File: src/rtl/stream_pkg.sv
// Shared stream-steering definitions: port count, select width and the
// select-to-one-hot decode used by both the demux and the 4:1 select mux.
package stream_pkg;

  localparam int unsigned NUM_PORTS = 4;
  localparam int unsigned SEL_W     = 2;

  typedef logic [SEL_W-1:0]     sel_t;
  typedef logic [NUM_PORTS-1:0] onehot_t;

  function automatic onehot_t sel_to_onehot(input sel_t sel);
    onehot_t oh;
    oh      = '0;
    oh[sel] = 1'b1;
    return oh;
  endfunction

endpackage

File: src/rtl/demux4_stream_if.sv
// Bus bundle for demux4_stream: one upstream valid/ready stream with select,
// four downstream valid bits sharing one data word, plus occupancy.
interface demux4_stream_if
  import stream_pkg::*;
#(
  parameter int unsigned N = 32
);
  logic          in_valid;
  logic          in_ready;
  logic [N-1:0]  in_data;
  sel_t          in_sel;
  onehot_t       out_valid;
  onehot_t       out_ready;
  logic [N-1:0]  out_data;
  logic [1:0]    count;

  modport master (
    output in_valid, in_data, in_sel, out_ready,
    input  in_ready, out_valid, out_data, count
  );

  modport slave (
    input  in_valid, in_data, in_sel, out_ready,
    output in_ready, out_valid, out_data, count
  );
endinterface

File: src/rtl/demux4_stream_fifo2.sv
// Two-entry FIFO with registered pointers and occupancy count.
// When empty, head_data keeps presenting the most recently popped word.
module fifo2 #(
  parameter int unsigned W = 34
) (
  input  logic         clk,
  input  logic         rst,
  input  logic         push,
  input  logic [W-1:0] push_data,
  input  logic         pop,
  output logic [W-1:0] head_data,
  output logic [1:0]   count
);

  logic [W-1:0] mem_q [2];
  logic [W-1:0] mem_d [2];
  logic         wr_ptr_q, wr_ptr_d;
  logic         rd_ptr_q, rd_ptr_d;
  logic [1:0]   count_q, count_d;
  logic         do_push, do_pop;

  always_comb begin
    do_push  = push && (count_q != 2'd2);
    do_pop   = pop && (count_q != 2'd0);
    mem_d    = mem_q;
    wr_ptr_d = wr_ptr_q;
    rd_ptr_d = rd_ptr_q;
    count_d  = count_q;
    if (do_push) begin
      mem_d[wr_ptr_q] = push_data;
      wr_ptr_d        = ~wr_ptr_q;
    end
    if (do_pop) begin
      rd_ptr_d = ~rd_ptr_q;
    end
    case ({do_push, do_pop})
      2'b10:   count_d = count_q + 2'd1;
      2'b01:   count_d = count_q - 2'd1;
      default: count_d = count_q;
    endcase
  end

  always_ff @(posedge clk or posedge rst) begin
    if (rst) begin
      mem_q    <= '{default: '0};
      wr_ptr_q <= 1'b0;
      rd_ptr_q <= 1'b0;
      count_q  <= '0;
    end else begin
      mem_q    <= mem_d;
      wr_ptr_q <= wr_ptr_d;
      rd_ptr_q <= rd_ptr_d;
      count_q  <= count_d;
    end
  end

  // Empty means no push since the last pop, so the slot behind rd_ptr
  // still holds the word last shown at the head.
  always_comb begin
    head_data = (count_q != 2'd0) ? mem_q[rd_ptr_q] : mem_q[~rd_ptr_q];
    count     = count_q;
  end

endmodule

File: src/rtl/demux4_stream.sv
// Registered 1-to-4 stream demultiplexer: buffered words leave in arrival
// order on the port named by their select; in_ready never sees out_ready.
module demux4_stream
  import stream_pkg::*;
#(
  parameter int unsigned N = 32
) (
  input  logic           clk,
  input  logic           rst,
  demux4_stream_if.slave bus
);

  logic [N+1:0] push_word;
  logic [N+1:0] head_word;
  logic [1:0]   count;
  logic         in_ready;
  logic         push;
  logic         pop;
  sel_t         head_sel;
  onehot_t      out_valid;

  always_comb begin
    in_ready  = (count != 2'd2) && !rst;
    push      = bus.in_valid && in_ready;
    push_word = {bus.in_sel, bus.in_data};
    head_sel  = head_word[N+1:N];
    out_valid = (count != 2'd0) ? sel_to_onehot(head_sel) : '0;
    pop       = |(out_valid & bus.out_ready);
  end

  fifo2 #(.W(N + 2)) u_fifo (
    .clk       (clk),
    .rst       (rst),
    .push      (push),
    .push_data (push_word),
    .pop       (pop),
    .head_data (head_word),
    .count     (count)
  );

  assign bus.in_ready  = in_ready;
  assign bus.out_valid = out_valid;
  assign bus.out_data  = head_word[N-1:0];
  assign bus.count     = count;

endmodule

File: src/flat_wrapper.sv
// flat-port wrapper written by rule: the top's interface ports become plain ports
module demux4_stream_flat import stream_pkg::*;
#(
  parameter int unsigned N = 32
)
  (clk, rst, bus_in_valid, bus_in_data, bus_in_sel, bus_out_ready, bus_in_ready, bus_out_valid, bus_out_data, bus_count);
  demux4_stream_if #(.N(N)) bus_i ();
  input  logic clk;
  input  logic rst;
  input wire logic [$bits(bus_i.in_valid)-1:0] bus_in_valid;
  input wire logic [$bits(bus_i.in_data)-1:0] bus_in_data;
  input wire logic [$bits(bus_i.in_sel)-1:0] bus_in_sel;
  input wire logic [$bits(bus_i.out_ready)-1:0] bus_out_ready;
  output wire logic [$bits(bus_i.in_ready)-1:0] bus_in_ready;
  output wire logic [$bits(bus_i.out_valid)-1:0] bus_out_valid;
  output wire logic [$bits(bus_i.out_data)-1:0] bus_out_data;
  output wire logic [$bits(bus_i.count)-1:0] bus_count;
  assign bus_i.in_valid = bus_in_valid;
  assign bus_i.in_data = bus_in_data;
  assign bus_i.in_sel = bus_in_sel;
  assign bus_i.out_ready = bus_out_ready;
  assign bus_in_ready = bus_i.in_ready;
  assign bus_out_valid = bus_i.out_valid;
  assign bus_out_data = bus_i.out_data;
  assign bus_count = bus_i.count;
  demux4_stream #(.N(N)) u_core (.clk(clk), .rst(rst), .bus(bus_i));
endmodule
File: config.mk
export PLATFORM = sky130hd
export DESIGN_NAME = demux4_stream_flat
export DESIGN_NICKNAME = d
export VERILOG_FILES = /design/src/rtl/stream_pkg.sv /design/src/rtl/demux4_stream_if.sv /design/src/rtl/demux4_stream_fifo2.sv /design/src/rtl/demux4_stream.sv /design/src/flat_wrapper.sv
export SDC_FILE = /design/constraint.sdc
export NUM_CORES = 1
export LEC_CHECK = 0
export CAP_MARGIN = 5
export CORE_ASPECT_RATIO = 1.2
export CORE_MARGIN = 3
export CORE_UTILIZATION = 40
export CTS_BUF_LIST = sky130_fd_sc_hd__clkbuf_16
export DETAILED_ROUTE_END_ITERATION = 8
export PLACE_DENSITY_LB_ADDON = 0.08
export SLEW_MARGIN = 40
export SYNTH_ARGS = -nofsm -noshare
export SYNTH_HDL_FRONTEND = slang
export SYNTH_HIERARCHICAL = 1
export SYNTH_SLANG_ARGS = --single-unit
File: constraint.sdc
create_clock -name clk -period 2.6 [get_ports clk]
set_clock_uncertainty 0.2 [all_clocks]
set_input_delay 0.26 -clock clk [delete_from_list [all_inputs] [get_ports clk]]
set_output_delay 0.26 -clock clk [all_outputs]
set_load 0.005 [all_outputs]
# Word level (Yosys, flattened, before mapping)
# Cells that the tools add are included.
[word_totals]
reg_bits = 72
word_cells = 46
[classes]
add_sub_neg = 2
magnitude_cmp = 6
eq_ne = 3
n_mux = 14
n_bitwise = 6
n_reduce_logical = 10
[ops]
columns = ["op", "count"]
rows = [
  ["$mux W34", 8],
  ["$bwmux W68", 1],
  ["$demux W34 S1", 1],
  ["$ge A2 B2 Y1 const B", 3],
  ["$logic_and A1 B1 Y1", 6],
  ["$not A1 Y2", 3],
  ["$and A4 B4 Y4", 1],
  ["$mux W4", 1],
  ["$pmux W2 S2", 1],
  ["$reduce_bool A2 Y1", 2],
  ["$reduce_or A4 Y1", 1],
  ["$lt A2 B3 Y1 const B", 1],
  ["$add A2 B1 Y2 const B", 1],
  ["$demux W1 S2", 1],
  ["$eq A2 B1 Y1 const B", 1],
  ["$eq A2 B2 Y1 const B", 1],
  ["$ge A2 B1 Y1 const B", 1],
  ["$lt A2 B1 Y1 const B", 1],
  ["$ne A2 B2 Y1 const B", 1],
  ["$not A1 Y1", 2],
  ["$sub A2 B1 Y2 const B", 1],
  ["$logic_not A1 Y1", 1],
  ["$mux W1", 1],
]

# Logic depth before layout (Yosys ltp)
# Gate-level depths: netlist (run 1).
[logic_depth]
ltp_word = 16
ltp_mapped = 10
ltp_nobuf = 10

# Cells and area by module
# The synthesis (run 1) kept the hierarchy.
[by_module_without_submodules]
columns = ["mod", "instances", "cells_each", "area_each_um2"]
rows = [
  ["fifo2", 1, 199, 3199.3],
  ["demux4_stream", 1, 13, 86.3],
]

# Worst setup path after synthesis (run 1)
# No wires, ideal clock.
[synth_path]
path_kind = "reg2reg"
from = "reg u_core.u_fifo.count_q[1] (netlist: u_core/u_fifo/count[1])"
to = "reg u_core.u_fifo.count_q[1] (netlist: u_core/u_fifo/count[1])"
setup_time_ns = 0.080
arrival_time_ns = 2.605
t_required_ns = 2.320
setup_slack_ns = -0.285
path_stages_with_launch = 10
n_path_buf = 0
cell_sequence = "dfrtp_1 > nor2_2 > xnor2_2 > mux2_2 > mux4_2 > nor2b_4 > nor2b_1 > ha_1 > nor2_1 > xor2_1"
[synth_via]
elab_chain_cells = 12
word_cells_on_any_way = 21
classes_between = "2 x add/sub; 2 x order compare; 3 x eq/ne; 5 x mux; 1 x bitwise; 8 x reduce/logical"
[synth_lines]
columns = ["element", "line_no", "rtl"]
rows = [
  ["start, declared", "demux4_stream_fifo2.sv:19", "logic [1:0] count_q, count_d;"],
  ["start signal, assigned", "demux4_stream_fifo2.sv:53", "count_q <= count_d;"],
  ["$reduce_bool A2 Y1 *", "demux4_stream_fifo2.sv:60", "head_data = (count_q != 2'd0) ? mem_q[rd_ptr_q] : mem_q[~rd_ptr_q];"],
  ["$mux W34 *", "demux4_stream_fifo2.sv:60", ""],
  ["net u_core.head_word[32]", "demux4_stream.sv:14", "logic [N+1:0] head_word;"],
  ["$lt A2 B3 Y1 (not written as such) or $ge A2 B1 Y1 (tied branches)", "stream_pkg.sv:14", "oh[sel] = 1'b1;"],
  ["$logic_and A1 B1 Y1 (not written as such)", "stream_pkg.sv:14", ""],
  ["$mux W1 (not written as such)", "stream_pkg.sv:14", ""],
  ["$demux W1 S2 *", "n/a", ""],
  ["$mux W4 *", "demux4_stream.sv:27", "out_valid = (count != 2'd0) ? sel_to_onehot(head_sel) : '0;"],
  ["$and A4 B4 Y4 *", "demux4_stream.sv:28", "pop = |(out_valid & bus.out_ready);"],
  ["$reduce_or A4 Y1 *", "demux4_stream.sv:28", ""],
  ["net u_core.pop", "demux4_stream.sv:18", "logic pop;"],
  ["$logic_and A1 B1 Y1 *", "demux4_stream_fifo2.sv:24", "do_pop = pop && (count_q != 2'd0);"],
  ["net u_core.u_fifo.do_pop", "demux4_stream_fifo2.sv:20", "logic do_push, do_pop;"],
  ["$eq A2 B1 Y1 or $eq A2 B2 Y1 (tied branches)", "demux4_stream_fifo2.sv:36", "case ({do_push, do_pop})"],
  ["$pmux W2 S2 or $reduce_bool A2 Y1 (tied branches)", "n/a", ""],
]
# The timed path passes the listed nets; every way through them passes the cells marked *.
# A chain may end at the register's enable or synchronous reset.

# Final worst setup path (run 1)
[layout_path]
from = "reg u_core.u_fifo.count_q[0] (netlist: u_core/u_fifo/count[0])"
to = "reg u_core.u_fifo.count_q[1] (netlist: u_core/u_fifo/count[1])"
# The elaborated chain is that of the path after synthesis.

==> impl_metrics.ini, run 1 <==
[run_status]
status = finished with violations
violations = negative setup slack

[yosys]
synthFlopType = dfrtp_1
ys_seq_elements = 72
synthCells = 212
syn_avg_cell_area_um2 = 15.5
synth_area_um2 = 3290
synth_async_sr_flop_share_pct = 100
ys_seq_area_share_pct = 54.8
synth.distinct_cells = 24
synth_edf_count = 0
syn_nets = 254
synth_area_leaders = dfrtp_1, mux2_2, buf_6
ys_top_cells_by_count = mux2_2, dfrtp_1, buf_6
yosysWarnings = 6
yosysTopAreaCell = dfrtp_1
synth_top_area_share_pct = 54.8
synth.most_common_cell = mux2_2

[clock_network]
postCtsHoldBufs = 0
clock_path_buffers = 2
htree_num_levels = 3
cts_inserted_buffers = 9
clock_latency_ns = 0.32
cts_tree = built
cts.clk_slew.worst_paths_ns = 0.06
cts_root_buf = clkbuf_16
cts_sinks = 72

[die]
die_h_um = 105
pin_count = 80
start_util_pct = 41.9
fp-row-count = 35
coreArea_um2 = 7840
die_w_um = 88.7
design.die.area_um2 = 9340

[critical_path]
worstPathRequired_ns = 2.60
start_kind = flip-flop
worstSetupPathType = flip-flop to flip-flop
crit_path_end_kind = flip-flop
crit_arrival_ns = 2.65
worstPathMaxFanout = 5
rr_worst_depth = 10
r2r_slack_ns = -0.05

[grt]
antenna_found_initial = 0
grt_pass1_wl_mm = 10.4
track_usage_pct = 14.5
grt_pass1_vias = 2164
gr-total-overflow = 0
grt_max_degree = 73

[finish]
drive_gt1_share_pct = 44.8
fin_util_pct = 59.0
diodes = 0
area_growth_syn_to_layout_pct = 40.7
fin_area_um2 = 4620
fill_cells = 635
seq_area_um2 = 1800
fin_nets = 348
multi_input_area_um2 = 1420

[timing]
rsz0062_at_grt = yes
max-slew-margin-rel_pct = 74.4
worst_pin_slew_ns = 0.384
fin_hold_ws_ns = 0.186
hold_viol = 0
fin_crit_ns = 2.65
timing.final.ws_setup_ns = -0.0499
post-route-period-util_pct = 102
slew_violations = 0
tns_ns = -0.113
clock.fmax_ghz = 0.377
setup_viol = 7

[min_path]
hold_path.class = input port to async pin

[routing]
firstDrtPassIters = 3
wl_per_cell_um = 15.6
drt_iter0_drc = 32
drc_errors = 0
antenna_left = 0
vias = 2013
viasPerCell = 5.01
wirelength_mm = 6.29

[power]
vdd_drop_max_mv = 0.780
powerDensity_nw_per_um2 = 1460
power_leakage_nw = 2.12
finalPower_mw = 6.75

[placement]
gp_congestion = 0.781
place.detailed.hpwl_mm = 4.20
io_buffer_count = 79
placed_area_um2 = 4260

[flow_run]
maxCapViolCount = 0
worst max-delay path: stages, from the launching register on:
cell     delay, ns
dfrtp_2       0.42
nor2_4        0.18
xnor2_4       0.19
mux2_4        0.34
mux4_2        0.42
nor2b_4       0.13
nor2b_4       0.14
ha_4          0.16
xnor2_2       0.14
nor2_2        0.06
xor2_1        0.15
routing by layer:
layer  vias to the layer above  global-route usage [%]  wire [um]
met3                         6                    3.83        377
met1                      1002                    19.5       2860
li1                        952                       -          -
met4                         0                    6.48         92
met5                         -                       0          0
met2                        53                    21.8       2960
flip-flops by register name (all words and copies together) (netlist names):
name                    cells
u_core/u_fifo/count         2
u_core/u_fifo/mem_q        68
u_core/u_fifo/rd_ptr_q      1
u_core/u_fifo/wr_ptr_q      1
cells by family (layout without fill, tap and decap cells):
group	count (synthesis)	in the layout	synth area share [%]
mux	103	103	36.1
flops	72	72	54.8
buf+inv	14	112	3.54
simple gates	13	13	2.78
xor+xnor	6	6	1.83
compound gates	3	3	0.533
fa+ha+maj	1	1	0.381
cell type report:
cell class,instances,area share [%]
inverters,4,0.325
flip-flops and latches,72,39.0
repair buffers,93,21.3
clock buffers,9,4.87
well taps,92,2.49
multi-input cells,126,30.7
clock inverters,6,1.35
metrics by stage:
step	worst slack (ns)	std cells
detailed placement	0.0000182	385
CTS	-0.0345	402
finish	-0.0499	402
floorplan	-0.0732	212
global placement	0.0338	385
global route	-0.142	402
layout by cell type, fill, tap and decap left out:
master | netlist | routed
mux2_2 | 94 | 93
dfrtp_1 | 72 | 70
clkdlybuf4s50_1 | 0 | 58
dlymetal6s2s_1 | 0 | 16
clkbuf_16 | 0 | 9
buf_4 | 3 | 9
dlygate4sd2_1 | 0 | 5
mux2_4 | 4 | 5
inv_1 | 4 | 4
mux2_1 | 4 | 4
buf_12 | 0 | 4
nor2_1 | 4 | 3
clkinv_4 | 0 | 2
nor3_1 | 2 | 2
nor2b_4 | 1 | 2
xor2_1 | 2 | 2
xnor2_1 | 3 | 2
dfrtp_2 | 0 | 2
clkinvlp_4 | 0 | 1
bufinv_16 | 0 | 1
clkinv_1 | 0 | 1
o21ai_0 | 1 | 1
mux4_2 | 1 | 1
a21oi_1 | 1 | 1
a211oi_1 | 1 | 1
nand2b_4 | 1 | 1
and3_4 | 1 | 1
nand3b_2 | 1 | 1
nand2_1 | 1 | 1
nor2_4 | 0 | 1
xnor2_4 | 0 | 1
inv_2 | 0 | 1
xnor2_2 | 1 | 1
nor2_2 | 1 | 1
ha_4 | 0 | 1
buf_6 | 7 | 1
worst paths after layout:
| check | startpoint | to |
|---|---|---|
| max | u_core/u_fifo/count[0] | u_core/u_fifo/count[1] |
| min | rst | u_core/u_fifo/mem_q[67] |
| max in group asynchronous | rst | u_core/u_fifo/count[0] |
| min reg2reg | u_core/u_fifo/mem_q[29] | u_core/u_fifo/mem_q[29] |
| max reg2reg | u_core/u_fifo/count[0] | u_core/u_fifo/count[1] |
| min in group clk | u_core/u_fifo/mem_q[29] | u_core/u_fifo/mem_q[29] |
report_power, final:
group | internal [mW] | leakage [nW] | switching [mW]
sequential | 1.70 | 0.858 | 0.272
combinational | 2.39 | 1.13 | 1.20
clock | 0.733 | 0.140 | 0.441
repair_timing:
item / CTS / global route
gates resized for setup: 9 / 18
endpoints found under the hold margin: 0 / 0
pin swaps: 3 / 4
setup endpoints to repair: 36 / 32
gates cloned: 0 / 0
buffers inserted: 2 / 0
Note: power is estimated with default switching activity, not from simulation.
==> run 2, diff against run 1 <==
--- a/config.mk
+++ b/config.mk
@@ -8,9 +8,10 @@
 export CAP_MARGIN = 5
 export CORE_ASPECT_RATIO = 1.2
 export CORE_MARGIN = 3
-export CORE_UTILIZATION = 40
+export CORE_UTILIZATION = 45
 export CTS_BUF_LIST = sky130_fd_sc_hd__clkbuf_16
 export DETAILED_ROUTE_END_ITERATION = 8
+export DONT_BUFFER_PORTS = 1
 export PLACE_DENSITY_LB_ADDON = 0.08
 export SLEW_MARGIN = 40
 export SYNTH_ARGS = -nofsm -noshare
==> run 2 against run 1 <==
- the flow now finishes without violations
- critical path depth did not move
- via count fell by 9.1%
- global-route usage rose by 2.6 points
- sequential share of layout area rose by 5.2 points
- setup slack improved by 0.052 ns
- total power fell by 16%
- die area fell by 10%
- first-iteration DRC count rose by 66%
- routed wire length rose by 6.3%
- core utilization fell by 0.58 points
- combinational power fell by 28%
- critical path type unchanged
- largest power group unchanged
==> impl_metrics.ini, run 2 (synthesized netlist as in run 1, its figures left out) <==
[clock_network]
cts_sinks = 72
cts_root_buf = clkbuf_16
clock_path_buffers = 2
cts.repair.resized = 0
cts_tree = built
htree_num_levels = 3
cts.clk_slew.worst_paths_ns = 0.05
cts_inserted_buffers = 9
clock_latency_ns = 0.32

[power]
p_sw_mw = 1.80
seq_power_share_pct = 35.6
finalPower_mw = 5.66
power_frac_clock_pct = 18.4
powerDensity_nw_per_um2 = 1390
p_comb_share_pct = 46.0
switching_share_pct = 31.9
vdd_drop_max_mv = 0.822
power_leakage_nw = 1.77
intPower_mw = 3.85

[timing]
worst_pin_slew_ns = 0.524
max-slew-margin-rel_pct = 64.9
post-route-period-util_pct = 99.9
fin_crit_ns = 2.60
timing.final.ws_setup_ns = 0.00158
rsz0062_at_grt = yes
fin_hold_ws_ns = 0.0929
slew_violations = 0
tns_ns = 0
hold_viol = 0
setup_viol = 0
clock.fmax_ghz = 0.385

[grt]
track_usage_pct = 17.1
use_met1_pct = 17.6
antenna_found_initial = 0
grt_max_degree = 37
gr-usage-met2_pct = 31.7
gr-total-overflow = 0
grt_pass1_wl_mm = 11.0
top_usage_layer = met2
grt_pass1_vias = 2170
met3_usage_pct = 6.30

[finish]
fin_util_pct = 58.4
regMostFlops = u_core/u_fifo/mem_q
drive_gt1_share_pct = 51.7
diodes = 0
seq_area_um2 = 1800
largest_register_ffs = 68
multi_input_area_um2 = 1410
fin_nets = 306
fill_cells = 537
area_growth_syn_to_layout_pct = 24.0
final_common_cell = mux2_2
layout_common_cells = mux2_2, dfrtp_1, dlygate4sd3_1

[routing]
viasPerCell = 5.14
drt_iter0_drc = 53
drc_errors = 0
vias = 1830
firstDrtPassIters = 4
wl_per_cell_um = 18.8
wirelength_mm = 6.69
antenna_left = 0

[placement]
place.detailed.hpwl_mm = 4.60
gp_congestion = 0.825
io_buffer_count = 0
dp_slack_ns = -0.0160

[die]
coreArea_um2 = 6980
die_h_um = 99.6
start_util_pct = 47.1
fp-row-count = 33
pin_count = 80
design.die.area_um2 = 8370
die_w_um = 84.0

[critical_path]
path_buf_inv = 0
crit_top_cell = nor2b_4
worstPathRequired_ns = 2.60
worstPathMaxFanout = 3
crit_chain = nor2_4, xnor2_4, mux2_4, mux4_2, nor2b_4, nor2b_4, ha_4, xnor2_1, nor2_1, xor2_1
crit_arrival_ns = 2.59
start_kind = flip-flop
max_stage_delay_ns = 0.43
worstSetupPathType = flip-flop to flip-flop
crit_path_end_kind = flip-flop
cpMaxStageDelayCell = mux4_2
path_delay_family = multiplexers

[flow_run]
maxCapViolCount = 0

[run_status]
status = completed

[min_path]
hold_path.class = input port to flip-flop
-- run 2: worst paths after layout --
check / from / endpoint / slack [ns] / cells after the start
setup / recovery: u_core/u_fifo/count[0] / u_core/u_fifo/count[1] / 0.002 / 10
hold / removal: rst / u_core/u_fifo/wr_ptr_q / 0.09 / 3
setup reg to reg: u_core/u_fifo/count[0] / u_core/u_fifo/count[1] / 0.002 / 10
hold reg to reg: u_core/u_fifo/wr_ptr_q / u_core/u_fifo/wr_ptr_q / 0.29 / 1
max in group asynchronous: rst / u_core/u_fifo/mem_q[66] / 1.54 / 3
min in group asynchronous: rst / u_core/u_fifo/count[0] / 0.31 / 3
-- run 2: routing by layer --
| layer | up-vias | wire length (um) |
|---|---|---|
| met5 | - | 0 |
| met4 | 0 | 119 |
| met1 | 917 | 2460 |
| li1 | 852 | - |
| met3 | 9 | 414 |
| met2 | 52 | 3700 |
-- run 2: layout make-up --
type	count	share of cell area, %
Clock inverter	7	0.768
Tap cell	87	2.67
Timing Repair Buffer	51	11.9
Multi-Input combinational cell	126	34.5
Inverter	4	0.368
Clock buffer	9	5.53
Sequential cell	72	44.3
-- run 2: power groups by stage --
stage	registers, mW	logic [mW]	clock network [mW]
2_1_floorplan	1.94	2.12	0
3_3_place_gp	1.96	2.43	0
3_5_place_dp	2.03	2.51	0
4_1_cts	2.01	2.65	1.07
5_1_grt	2.09	2.82	1.15
6_report	2.01	2.60	1.04
-- run 2: through the flow --
step | instances | area [um^2]
floorplan | 212 | 3330
global placement | 301 | 3440
detailed placement | 301 | 3440
CTS | 355 | 4070
global route | 356 | 4080
finish | 356 | 4080
-- run 2: timing repair --
action                                 4_1_cts  5_1_grt
setup endpoints to repair                    1        1
buffers inserted                             3        1
endpoints found under the hold margin      140        0
hold buffers                                35        0
pin swaps                                    4        1
-- run 2: worst min-delay path, stage by stage --
cell      delay, ns
a211oi_1       0.06
nand2_1        0.16
xnor2_1        0.08
